$ cat config.mk
export PLATFORM = sky130hd
export DESIGN_NAME = gpio_in_filter
export DESIGN_NICKNAME = d
export VERILOG_FILES = /design/src/rtl/gpio_in_filter.sv
export SDC_FILE = /design/constraint.sdc
export NUM_CORES = 1
export LEC_CHECK = 0
export CORE_ASPECT_RATIO = 0.5
export CORE_MARGIN = 3
export CORE_UTILIZATION = 60
export DETAILED_ROUTE_END_ITERATION = 6
export PLACE_DENSITY_LB_ADDON = 0.15
export SLEW_MARGIN = 20
export SYNTH_ARGS = -nofsm -noshare
export SYNTH_HDL_FRONTEND = slang
export SYNTH_SLANG_ARGS = --single-unit
$ cat constraint.sdc
create_clock -name clk -period 2.85 [get_ports clk]
set_input_delay 0.855 -clock clk [delete_from_list [all_inputs] [get_ports clk]]
set_output_delay 0.855 -clock clk [all_outputs]
set_load 0.01 [all_outputs]
$ cat src/rtl/gpio_in_filter.sv
// Per-pin input conditioner: 2-flop synchronizer, optional debounce filter and
// single-cycle rise/fall pulses for each GPIO lane.
module gpio_in_filter #(
   parameter int unsigned NUM_PINS = 8,
   parameter int unsigned CNT_W    = 16
) (
   input  logic                clk,
   input  logic                rst_n,
   input  logic [NUM_PINS-1:0] pin_i,
   input  logic [NUM_PINS-1:0] filt_en_i,
   input  logic [CNT_W-1:0]    debounce_cyc_i,
   output logic [NUM_PINS-1:0] pin_o,
   output logic [NUM_PINS-1:0] rise_o,
   output logic [NUM_PINS-1:0] fall_o,
   output logic                edge_any_o
);

   logic [NUM_PINS-1:0] sync1_q, sync2_q;
   logic [NUM_PINS-1:0] pin_q, pin_d;
   logic [NUM_PINS-1:0] rise_q, rise_d;
   logic [NUM_PINS-1:0] fall_q, fall_d;
   logic [CNT_W-1:0]    cnt_q [NUM_PINS];
   logic [CNT_W-1:0]    cnt_d [NUM_PINS];

   // Per-lane debounce: commit sync2 once it has differed for more than D cycles.
   always_comb begin
      pin_d = pin_q;
      for (int i = 0; i < int'(NUM_PINS); i++) begin
         cnt_d[i] = '0;
         if (!filt_en_i[i]) begin
            pin_d[i] = sync2_q[i];
         end else if (sync2_q[i] != pin_q[i]) begin
            if (cnt_q[i] >= debounce_cyc_i) begin
               pin_d[i] = sync2_q[i];
            end else begin
               cnt_d[i] = cnt_q[i] + CNT_W'(1);
            end
         end
      end
      rise_d = ~pin_q & pin_d;
      fall_d = pin_q & ~pin_d;
   end

   always_ff @(posedge clk) begin
      if (!rst_n) begin
         sync1_q <= '0;
         sync2_q <= '0;
         pin_q   <= '0;
         rise_q  <= '0;
         fall_q  <= '0;
         for (int i = 0; i < int'(NUM_PINS); i++) begin
            cnt_q[i] <= '0;
         end
      end else begin
         sync1_q <= pin_i;
         sync2_q <= sync1_q;
         pin_q   <= pin_d;
         rise_q  <= rise_d;
         fall_q  <= fall_d;
         for (int i = 0; i < int'(NUM_PINS); i++) begin
            cnt_q[i] <= cnt_d[i];
         end
      end
   end

   assign pin_o      = pin_q;
   assign rise_o     = rise_q;
   assign fall_o     = fall_q;
   assign edge_any_o = |(rise_q | fall_q);

endmodule
==> summary.txt <==
Run status
  – Status: finished, final reports clean

Global route
  – Initial antenna violation count: 0
  – Vias in the first global route: 7720
  – Pin count of the biggest net entering global routing: 57
  – Global route overflow: 0
  – First-pass GRT wire length: 36900 µm
  – Global router's overall resource usage: 27.1%

Worst setup path
  – Worst-path fanout max: 5
  – Data required, critical path: 3210 ps
  – Arr. time, crit path: 3100 ps
  – Crit end category: flip-flop
  – Worst R2R Path Depth: 6
  – Worst setup SP type: primary input
  – FF-to-FF Start: cnt_q[0][45]
  – Reg2reg end: cnt_q[0][39]
  – Critical path type: primary input to flip-flop
  – R2R Setup Slk: 760 ps

Synthesis
  – Seq cells post-synth: 168
  – Seq/Total Area, Yosys: 36.2%
  – Syn_nets: 1220
  – Synthesized cell area: 9300 µm²
  – Synth top area share: 36.2%
  – Synth area leaders: dfxtp_1, ha_1, xor2_1
  – Synth area leader: dfxtp_1
  – Post-synth EDFFs: 0
  – Avg Synthesized Cell Area: 8.86 µm²
  – Synthesized instance count: 1050
  – YS warnings: 0
  – Synth unique cells: 43
  – Most used DFF post-synth: dfxtp_1
  – Ys async rst share: 0%

Clocking
  – Clk_lat worst skew: 430 ps
  – Max Buffers Root-to-Sink: 2
  – Htree depth: 4
  – Hold buffers post-CTS: 0
  – Postcts setup bufs: 0
  – Clock sinks: 168
  – Reg clk slew, reported paths: 70 ps
  – CTS tree: yes
  – Cts repair resizes: 0
  – Total CTS buffers: 17
  – CTS root buf: clkbuf_16

Timing
  – Slew HR: 54.8%
  – Fin crit share: 96.0%
  – Setup-failing EPs final: 0
  – Highest Clock Rate: 366 MHz
  – Period minus WS final: 2740 ps
  – Final setup margin: 114 ps
  – Setup Skew: 10.1 ps
  – Worst Tran Pin Value: 673 ps
  – Unrepaired setup endpoints after global routing: false
  – Final Hold Viols: 0
  – Fin. max-slew vios: 0

Route
  – Routed WL: 22400 µm
  – Vias after detailed routing: 7776
  – Final ANT Viol Nets: 0
  – Residual DRC: 0
  – Via density: 5.67
  – DR WL met2: 10400 µm
  – DR pass1 iterations: 4
  – Uppermost layer routed: met4
  – WL met3: 1260 µm
  – Avg WL per Cell: 16.4 µm
  – DR iter-0 viols: 526
  – DRT met1 WL: 10400 µm

Floorplan
  – Die Y: 94.0 µm
  – Die span in x: 182 µm
  – Std cell rows: 31
  – Initial Util: 62.8%
  – IO Pins: 59
  – Die footprint: 17100 µm²
  – Core area: 14800 µm²

Worst hold path
  – Hold Crit Depth: 1
  – Worst hold endpoint: sync2_q[0]
  – Hold WC Path Type: flip-flop to flip-flop
  – HP Start: sync1_q[0]

Place
  – DP Area: 10500 µm²
  – HPWL after DPL: 16700 µm
  – I/O Buffers: 58
  – Setup WS pre-CTS: -325 ps
  – Placer congestion estimate: 0.915

Final layout
  – Final instance area: 11100 µm²
  – Share of cells above drive strength 1: 7.59%
  – Area grow syn2layout: 19.2%
  – Fin util: 74.8%
  – # diodes: 0
  – Nets: 1331

Pwr
  – P per Cell Area: 449 nW/µm²
  – Worst VDD drop: 0.401 mV
  – Leak Pwr: 4.59 nW

Job
  – Max-capacitance violation count: 0
[how the worst max path moves through the flow]
stage | depth (start not counted) | slack, ps | to | startpoint
3_3_place_gp | 8 | -260 | cnt_q[0][15] | debounce_cyc_i[14]
2_1_floorplan | 8 | 230 | cnt_q[0][43] | debounce_cyc_i[14]
3_5_place_dp | 8 | -320 | cnt_q[0][9] | debounce_cyc_i[11]
5_1_grt | 8 | 10 | cnt_q[0][36] | debounce_cyc_i[11]
6_report | 8 | 110 | pin_o[0] | debounce_cyc_i[11]
4_1_cts | 8 | 90 | cnt_q[0][11] | debounce_cyc_i[11]
[sequential cells by signal (all words and copies together), names as in the netlist]
| signal | count |
|---|---|
| cnt_q | 128 |
| fall_o | 8 |
| pin_o | 8 |
| rise_o | 8 |
| sync1_q | 8 |
| sync2_q | 8 |
[cells by family (layout without fill, tap and decap cells)]
logic type	after synthesis	in the layout	synth area share, %
adder cells (fa/ha/maj)	136	136	18.3
multiplexers	8	8	0.861
XOR/XNOR	112	112	10.5
flip-flops	168	168	36.2
buffers and inverters	57	180	2.49
AND/OR/NAND/NOR	471	471	25.0
AO/OA/AOI/OAI	98	98	6.66
[synthesized netlist by cell type, types with 5 or more instances]
cell type,n
clkbuf_1,11
o21a_1,11
nor3b_1,7
o211ai_1,6
nand3_1,63
or3_1,5
nand4_1,38
ha_1,136
and3_1,35
inv_1,42
nor2b_1,21
and4_1,6
nand2b_1,8
and2_1,16
xnor2_1,44
o21ai_0,19
nand2_1,82
dfxtp_1,168
xor2_1,68
mux2i_1,8
a21oi_1,39
nor2_1,156
nor4_1,6
nor3_1,18
[critical path: stages]
cell,delay [ps]
clkdlybuf4s50_1,480
inv_1,130
ha_1,340
nand4_1,120
or3_1,360
or4_4,440
nand3_1,170
mux2i_1,190
[placed cells by master, fill, tap and decap left out, types with 3 or more instances in the layout]
master	netlist	layout
dfxtp_1	168	168
a21oi_1	39	39
nand2_1	82	82
nor4_1	6	6
ha_1	136	136
or3_1	5	5
o21a_1	11	11
nand4_1	38	38
o211ai_1	6	6
buf_4	0	42
o21ai_0	19	19
nor2_1	156	156
a2111o_1	4	4
clkbuf_16	0	17
nor2b_1	21	21
nand4b_1	3	3
mux2i_1	8	8
nor3b_1	7	7
nand2b_1	8	8
inv_6	0	5
a2bb2oi_1	4	4
and3_1	35	35
nor3_1	18	17
inv_1	42	42
clkdlybuf4s50_1	0	58
clkinv_4	0	3
buf_12	0	7
xor2_1	68	68
xnor2_1	44	44
a31oi_1	3	3
and4_1	6	6
and2_1	16	16
nand3_1	63	62
[routing by layer]
metal / vias up / global-route usage [%]
met2: 183 / 46.3
met3: 38 / 5.41
met5: - / 0
met1: 3671 / 35.0
met4: 0 / 8.11
li1: 3884 / -
[area by class of cell]
class,instances,area (µm²)
Clock buffer,19,443
Clock inverter,12,118
Fill cell,1080,3730
Inverter,42,158
Multi-Input combinational cell,825,5720
Sequential cell,168,3360
Tap cell,198,248
Timing Repair Buffer,107,1040
[through the flow]
step / instances / power (mW) / TNS [ps] / hold WS, ps
after floorplan: 1050 / 2.61 / 0 / 412
after detailed placement: 1340 / 2.80 / -32330 / 422
after global placement: 1340 / 2.79 / -25010 / 414
after global routing: 1371 / 5.16 / 0 / 443
after CTS: 1371 / 5.00 / 0 / 432
final: 1371 / 4.98 / 0 / 427
[where the power goes]
part	switching (mW)	internal, mW
Combinational	0.201	0.180
Sequential	0.0130	2.37
Clock	0.987	1.24
Power figures use the tool's default switching activity.
